--- src/rtl/cpu_pkg.sv ---
// Shared CPU definitions: branch/exception encodings, exception sequencer states
// and the priority helper that turns the raw exception pulses into one cause.
package cpu_pkg;

   localparam int unsigned XLEN   = 32;
   localparam int unsigned BYTE_W = 8;

   localparam logic [XLEN-1:0] VEC_BASE_DEFAULT = 32'd253;

   typedef enum logic [1:0] {
      BR_BEQ = 2'b00,
      BR_BNE = 2'b01,
      BR_BLE = 2'b10,
      BR_BGT = 2'b11
   } branch_type_e;

   typedef enum logic [1:0] {
      CAUSE_NONE     = 2'b00,
      CAUSE_OPCODE   = 2'b01,
      CAUSE_OVERFLOW = 2'b10,
      CAUSE_DIV0     = 2'b11
   } exc_cause_e;

   typedef enum logic [1:0] {
      IDLE = 2'b00,
      REQ  = 2'b01,
      WAIT = 2'b10,
      LOAD = 2'b11
   } exc_state_e;

   typedef struct packed {
      logic       valid;
      exc_cause_e cause;
   } exc_event_t;

   // Opcode beats overflow beats div0; anything lower in the same cycle is dropped.
   function automatic exc_event_t pick_cause(input logic opc,
                                             input logic ovf,
                                             input logic dz);
      exc_event_t ev;
      ev.valid = opc | ovf | dz;
      if (opc)      ev.cause = CAUSE_OPCODE;
      else if (ovf) ev.cause = CAUSE_OVERFLOW;
      else if (dz)  ev.cause = CAUSE_DIV0;
      else          ev.cause = CAUSE_NONE;
      return ev;
   endfunction

endpackage

--- src/rtl/pc_exception_unit_branch_cond_eval.sv ---
// Branch condition evaluator: decides from the ALU flags whether a conditional
// PC write is taken. Purely combinational.
module branch_cond_eval
   import cpu_pkg::*;
(
   input  logic [1:0] branch_type,
   input  logic       alu_zero,
   input  logic       alu_gt,
   output logic       take_c
);

   always_comb begin
      take_c = 1'b0;
      case (branch_type_e'(branch_type))
         BR_BEQ:  take_c = alu_zero;
         BR_BNE:  take_c = ~alu_zero;
         BR_BLE:  take_c = ~alu_gt;
         BR_BGT:  take_c = alu_gt;
         default: take_c = 1'b0;
      endcase
   end

endmodule

--- src/rtl/pc_exception_unit.sv ---
// PC register stage with EPC and a small exception sequencer that fetches the
// handler byte from memory at VEC_BASE+cause-1 and loads it, zero-extended, into PC.
module pc_exception_unit
   import cpu_pkg::*;
#(
   parameter logic [XLEN-1:0] RESET_PC   = 32'h0000_0000,
   parameter logic [XLEN-1:0] VEC_BASE   = VEC_BASE_DEFAULT,
   parameter logic [XLEN-1:0] EPC_OFFSET = 32'd4,
   parameter int unsigned     MEM_LAT    = 1
)(
   input  logic              clk,
   input  logic              reset,
   input  logic [XLEN-1:0]   next_pc,
   input  logic              pc_write,
   input  logic              pc_write_cond,
   input  logic [1:0]        branch_type,
   input  logic              alu_zero,
   input  logic              alu_gt,
   input  logic              exc_opcode,
   input  logic              exc_overflow,
   input  logic              exc_div0,
   input  logic [BYTE_W-1:0] mem_rdata,
   output logic [XLEN-1:0]   pc,
   output logic [XLEN-1:0]   epc,
   output logic              mem_req,
   output logic [XLEN-1:0]   mem_addr,
   output logic              busy,
   output logic [1:0]        exc_cause
);

   localparam int unsigned CNT_W = (MEM_LAT > 1) ? $clog2(MEM_LAT) : 1;
   localparam logic [CNT_W-1:0] CNT_INIT = CNT_W'(MEM_LAT - 1);

   exc_state_e        state_q, state_d;
   logic [CNT_W-1:0]  cnt_q, cnt_d;
   logic [XLEN-1:0]   pc_d, epc_d, mem_addr_d;
   logic              mem_req_d;
   logic [1:0]        cause_d;
   logic              take_c;
   logic              pc_load_c;
   exc_event_t        exc_ev;

   branch_cond_eval u_branch_cond_eval (
      .branch_type (branch_type),
      .alu_zero    (alu_zero),
      .alu_gt      (alu_gt),
      .take_c      (take_c)
   );

   assign pc_load_c = pc_write | (pc_write_cond & take_c);
   assign exc_ev    = pick_cause(exc_opcode, exc_overflow, exc_div0);

   // State and data registers
   always_ff @(posedge clk or posedge reset) begin
      if (reset) begin
         state_q   <= IDLE;
         cnt_q     <= '0;
         pc        <= RESET_PC;
         epc       <= '0;
         mem_req   <= 1'b0;
         mem_addr  <= '0;
         exc_cause <= CAUSE_NONE;
      end else begin
         state_q   <= state_d;
         cnt_q     <= cnt_d;
         pc        <= pc_d;
         epc       <= epc_d;
         mem_req   <= mem_req_d;
         mem_addr  <= mem_addr_d;
         exc_cause <= cause_d;
      end
   end

   // Next state; while busy, PC writes and further exceptions are ignored
   always_comb begin
      state_d    = state_q;
      cnt_d      = cnt_q;
      pc_d       = pc;
      epc_d      = epc;
      mem_req_d  = 1'b0;
      mem_addr_d = mem_addr;
      cause_d    = exc_cause;
      busy       = 1'b0;

      case (state_q)
         IDLE: begin
            if (exc_ev.valid) begin
               epc_d      = pc - EPC_OFFSET;
               cause_d    = exc_ev.cause;
               mem_req_d  = 1'b1;
               mem_addr_d = VEC_BASE + XLEN'(exc_ev.cause) - XLEN'(1);
               state_d    = REQ;
            end else if (pc_load_c) begin
               pc_d = next_pc;
            end
         end
         REQ: begin
            busy    = 1'b1;
            cnt_d   = CNT_INIT;
            state_d = WAIT;
         end
         WAIT: begin
            busy = 1'b1;
            if (cnt_q == '0) state_d = LOAD;
            else             cnt_d   = cnt_q - CNT_W'(1);
         end
         LOAD: begin
            busy    = 1'b1;
            pc_d    = XLEN'(mem_rdata);
            state_d = IDLE;
         end
         default: state_d = IDLE;
      endcase
   end

endmodule

--- config.mk ---
export PLATFORM = sky130hd
export DESIGN_NAME = pc_exception_unit
export DESIGN_NICKNAME = d
export VERILOG_FILES = /design/src/rtl/cpu_pkg.sv /design/src/rtl/pc_exception_unit_branch_cond_eval.sv /design/src/rtl/pc_exception_unit.sv
export SDC_FILE = /design/constraint.sdc
export NUM_CORES = 1
export LEC_CHECK = 0
export CAP_MARGIN = 25
export CORE_MARGIN = 2
export CORE_UTILIZATION = 43
export DETAILED_ROUTE_END_ITERATION = 8
export HOLD_SLACK_MARGIN = 0.08
export PLACE_DENSITY_LB_ADDON = 0.08
export SETUP_SLACK_MARGIN = 0.1
export SYNTH_ARGS = -nofsm -noshare
export SYNTH_HDL_FRONTEND = slang
export SYNTH_HIERARCHICAL = 1
export SYNTH_SLANG_ARGS = --single-unit
--- constraint.sdc ---
create_clock -name clk -period 3 [get_ports clk]
set_input_delay 0.45 -clock clk [delete_from_list [all_inputs] [get_ports clk]]
set_output_delay 0.45 -clock clk [all_outputs]
set_load 0.02 [all_outputs]
# == Yosys cells after proc, flatten, opt, wreduce, memory -nomap -nowiden ==
# Cells that the tools add are included.
# classes
add_sub_neg,4
eq_ne,10
muxes,15
n_bitwise,6
reduce_logical,8
# ops
operator,n
$mux W32,2
$pmux W32 S2,1
$sub A32 B3 Y32 const B,1
$mux W2,5
$sub A9 B1 Y10 const B,1
$add A8 B2 Y9 const A,1
$eq A2 B2 Y1 const B,4
$ne A2 B2 Y1 const B,4
$pmux W2 S4,1
$eq A2 B1 Y1 const B,2
$logic_not A2 Y1,2
$mux W1,4
$pmux W1 S4,1
$reduce_and A2 Y1,2
$reduce_bool A2 Y1,2
$or A1 B1 Y1,3
$reduce_and A3 Y1,1
$reduce_or A3 Y1,1
$not A1 Y1,2
$pmux W1 S2,1
$and A1 B1 Y1,1
$sub A1 B1 Y1 const B,1
# word_totals
regBits,102

# == Logic depth before layout (Yosys ltp) ==
# Gate-level depths: netlist of the first run.
# logic_depth
word_depth,7
ltp_mapped,8

# == Cells and area by module ==
# Netlist of the first run, hierarchy kept.
# by_module_without_submodules
mod,n_inst,cells_each,area_each_um2,seq_area_each_um2
pc_exception_unit,1,351,3579.7,1751.7
branch_cond_eval,1,3,22.5,0.0

# == Worst setup path before layout of the first run ==
# OpenSTA, ideal clock, no wires.
# synth_timing
path_kind,register to register
startpoint,register state_q[0]
endpoint,register pc[17]
setup_ps,121
t_arrival_ps,2026
required_time_ps,2879
setup_slack_ps,853
stages_incl_launch_ff,7
path_cell_list,dfrtp_1 -> inv_1 -> ha_1 -> or4b_2 -> a2bb2oi_1 -> clkbuf_1 -> a22o_2
# synth_between
elab_chain_len,3
elab_cells_between_ends,7
# synth_rtl
element,line_no,rtl
from (decl),pc_exception_unit.sv:34,"exc_state_e state_q, state_d;"
from (signal assigned),pc_exception_unit.sv:64,state_q <= state_d;
$eq A2 B2 Y1 or $logic_not A2 Y1 (tied branches),pc_exception_unit.sv:85,case (state_q)
$reduce_bool A2 Y1 (no line) or $ne A2 B2 Y1 (tied branches),n/a,
$reduce_and A3 Y1 (no line),n/a,
to (signal assigned),pc_exception_unit.sv:66,pc <= pc_d;
to (decl),pc_exception_unit.sv:23,"output logic [XLEN-1:0] pc,"
# Parallel ways exist; a longest one is shown, timed or not.
# A chain may end at the register's enable or synchronous reset.

# == Worst setup path after layout of the first run ==
# layout_timing
startpoint,register pc[2]
endpoint,register epc[24]
# layout_between
elab_chain_len,1
# layout_rtl
element,line_no,rtl
$sub A32 B3 Y32,pc_exception_unit.sv:88,epc_d = pc - EPC_OFFSET;
to (signal assigned),pc_exception_unit.sv:67,epc <= epc_d;
to (decl),pc_exception_unit.sv:24,"output logic [XLEN-1:0] epc,"
# No other way between the ends.

==> flow_summary_export.csv, run 1 <==
group,metric,value,unit
synthesis,syn_area_per_cell,10.18,µm²
hold_path,min-delay-path-class,"flop to flop",
route,routed_via_density,5.088,
layout,layout-drive-gt1-share,8.000,%
worst_setup_path,crit_arrival,2.92,ns
floorplan,design.portCount,151,
synthesis,synth.cell_area,3602,µm²
sta,max_freq,375.7,MHz
floorplan,initial_utilization,44.06,%
route,met2RoutedLength,3968,µm
worst_setup_path,worstSetupStartpointType,"flop",
sta,finalHoldViolations,0,
clock_tree,clock-sinks,70,
global_route,grt_antenna_before_repair,0,
synthesis,fraction_of_synthesized_cell_area_taken_by_the_top_area_cell_type,48.63,%
synthesis,ys_dominant_reg_cell,"sky130_fd_sc_hd__dfrtp_1",
sta,setup_total_negative_slack,0,ns
run,max_cap_viol_count,0,
floorplan,fp.coreArea,8175,µm²
sta,final_setup_violation_count,0,
worst_setup_path,critPathCaptureType,"flop",
clock_tree,cts.repair.resized,0,
floorplan,die_w,95.53,µm
route,routed-via-count,2951,
global_route,aggregate_global_routing_overflow,0,
worst_setup_path,critical-path-max-stage-delay,0.61,ns
layout,areaGrowthSynthToFinish,39.94,%
placement,port-buffer-count,126,
layout,diodes,0,
global_route,grt_pass1_wl,13200,µm
global_route,via_count_of_the_first_global_routing_pass,2684,
synthesis,synth_warnings,6,
layout,fill_cells,712,
floorplan,core.rowCount,33,
route,detailedRoute.firstPassIterationCount,6,
synthesis,unique_cell_type_count_in_the_yosys_netlist,52,
global_route,grt.total_usage,18.91,%
clock_tree,clk_pin_slew_worst_paths,0.08,ns
synthesis,postSynth.asyncResetShare,100.0,%
synthesis,synth.top_cells.by_count,"sky130_fd_sc_hd__dfrtp_1 (70), sky130_fd_sc_hd__nand2_1 (38), sky130_fd_sc_hd__buf_4 (31)",
route,routed.top_layer,"met4",
pwr,static_leakage_power,0.002145,µW
route,residual_antenna_violating_net_count_after_detailed_routing,0,
clock_tree,post-cts-setup-buffer-count,0,
sta,slew_violations,0,
route,detail_route.iter0.violations,175,
synthesis,synth_edf_count,0,
placement,place.detailed.hpwl,6008,µm
sta,timing_worst_slew_pin_value,0.9526,ns
floorplan,floorplan_die_height,95.53,µm
clock_tree,cts_root_buffer,"sky130_fd_sc_hd__clkbuf_8",
clock_tree,max-clock-path-buffers,2,
sta,clock-skew-final,0.008238,ns
synthesis,ys_seq_area_share,48.63,%
worst_setup_path,worstPathMaxFanout,12,
synthesis,synth_largest_area_cell,"sky130_fd_sc_hd__dfrtp_1",
worst_setup_path,timing.critical_path.cells,"inv_1 > ha_1 > nor2b_1 > nand4_1 > or4_1 > a31oi_1",
sta,rsz0062_at_grt,"no",
worst_setup_path,worstPathRequired,3.26,ns
route,wl_met1,3754,µm
sta,finalCritPeriodShare,88.73,%
clock_tree,cts_htree_levels,3,
sta,slew_headroom,36.27,%
worst_setup_path,worst_path_max_delay_cell,"sky130_fd_sc_hd__or4_1",
route,wirelength,8465,µm
pwr,power-per-cell-area,1024,nW/µm²
clock_tree,cts-hold-fix-buffers,0,
synthesis,post-synth-top-count-cell,"sky130_fd_sc_hd__dfrtp_1",
status,run_status,"finished, final reports clean",
synthesis,synth.top_cells.by_area,"sky130_fd_sc_hd__dfrtp_1 (49%), sky130_fd_sc_hd__buf_4 (6.5%), sky130_fd_sc_hd__a22o_1 (5.6%)",
clock_tree,numCtsBuffers,9,
layout,final_net_count,525,
clock_tree,cts_tree,"done",
sta,hold-worst-slack,0.4846,ns
global_route,maximum_number_of_pins_on_one_net_before_global_route_repair,71,
route,dr_drc_count,0,
worst_setup_path,timing.setup.critical_path_class,"flop to flop",
floorplan,die_area,9125,µm²
route,dr_wl_met3,681,µm
pwr,max-vdd-ir-drop,532.0,µV
sta,finalCriticalPeriod,2.662,ns
synthesis,netlist_instances,354,
synthesis,number_of_synthesized_register_bits,70,
route,detail_route.wl_per_cell,14.59,µm
placement,gp_congestion,0.7442,
clock_tree,worst_skew_pair.late_latency,0.34,ns
[placed cells by master, fill, tap and decap left out, drive strengths merged, types with 2 or more instances in the layout]
| cell type | n |
|---|---|
| o41ai | 3 |
| o31ai | 7 |
| dfrtp | 70 |
| or4 | 8 |
| nor3 | 5 |
| mux2i | 9 |
| nand3 | 5 |
| clkbuf | 11 |
| nand3b | 2 |
| o21ai | 30 |
| a31oi | 13 |
| xor2 | 9 |
| clkdlybuf4s50 | 126 |
| or4b | 2 |
| inv | 11 |
| nor2 | 21 |
| nand4 | 5 |
| nand4b | 4 |
| nor4 | 5 |
| buf | 7 |
| ha | 4 |
| nand2 | 38 |
| xnor2 | 5 |
| or3 | 7 |
| a22o | 24 |
| clkinvlp | 3 |
| conb | 24 |
| nand2b | 2 |
[through the flow]
stage	instance area, µm²	power (µW)	worst slack [ns]	std cells	utilization [%]
3_5_place_dp	4832	4407	0.2270	564	59.11
4_1_cts	5041	5201	0.3882	580	61.66
6_report	5041	5161	0.3380	580	61.66
2_1_floorplan	3689	3341	0.7818	377	-
5_1_grt	5041	5562	0.1911	580	61.66
3_3_place_gp	4832	4360	0.3045	564	59.11
[report_power, final]
part           internal (µW)  total [µW]  switching, µW
clock                    428         787            360
sequential              1290        1630            338
combinational           1240        2750           1510
total                   2960        5160           2200
[flip-flops by register name, indices dropped and copies added, names as in the netlist]
name,count
epc,32
pc,32
mem_addr,3
state_q,2
mem_req,1
[critical path: cells and delay by family (launching register included)]
family / cells / cell delay [ns]
adder cells (fa/ha/maj): 1 / 0.24
AND/OR/NAND/NOR: 3 / 1.63
buffers and inverters: 1 / 0.08
AO/OA/AOI/OAI: 1 / 0.18
flip-flops: 1 / 0.44
[cell families after synthesis]
family | share of synthesized area [%]
AO/OA/AOI/OAI | 16.01
XOR/XNOR | 3.404
adder cells (fa/ha/maj) | 1.389
buffers and inverters | 10.91
flip-flops | 48.63
multiplexers | 2.501
other | 0.1041
AND/OR/NAND/NOR | 17.05
[layout make-up]
cell class	instances	area (µm²)	share of cell area, %
Clock buffer	11	151.4	3.003
Clock inverter	5	57.56	1.142
Inverter	11	41.29	0.8191
Multi-Input combinational cell	245	1582	31.37
Sequential cell	70	1752	34.75
Tap cell	105	131.4	2.606
Timing Repair Buffer	133	1326	26.31
[path summary, 6_finish.rpt]
check	startpoint	to	slack, ns	cells past startpoint
worst max-delay path	pc[2]	epc[24]	0.34	6
worst min-delay path	epc[16]	epc[16]	0.48	2
worst max register to register	pc[2]	epc[24]	0.34	6
worst min register to register	epc[16]	epc[16]	0.48	2
max in group asynchronous	reset	epc[18]	2.21	3
min in group asynchronous	reset	mem_addr[1]	0.50	3
[per-layer routing]
metal / vias to the layer above / GRT usage (%)
li1: 1447 / -
met1: 1384 / 26.27
met2: 114 / 28.61
met3: 6 / 5.850
met4: 0 / 5.357
met5: - / 0
Power figures use the tool's default switching activity.
==> run 2, diff against run 1 <==
CTS_BUF_LIST = sky130_fd_sc_hd__clkbuf_4 sky130_fd_sc_hd__clkbuf_8 sky130_fd_sc_hd__clkbuf_16   (was unset)
==> results of run 2 <==
Same layout as run 1: the final DEF is identical, and so are final timing and power.
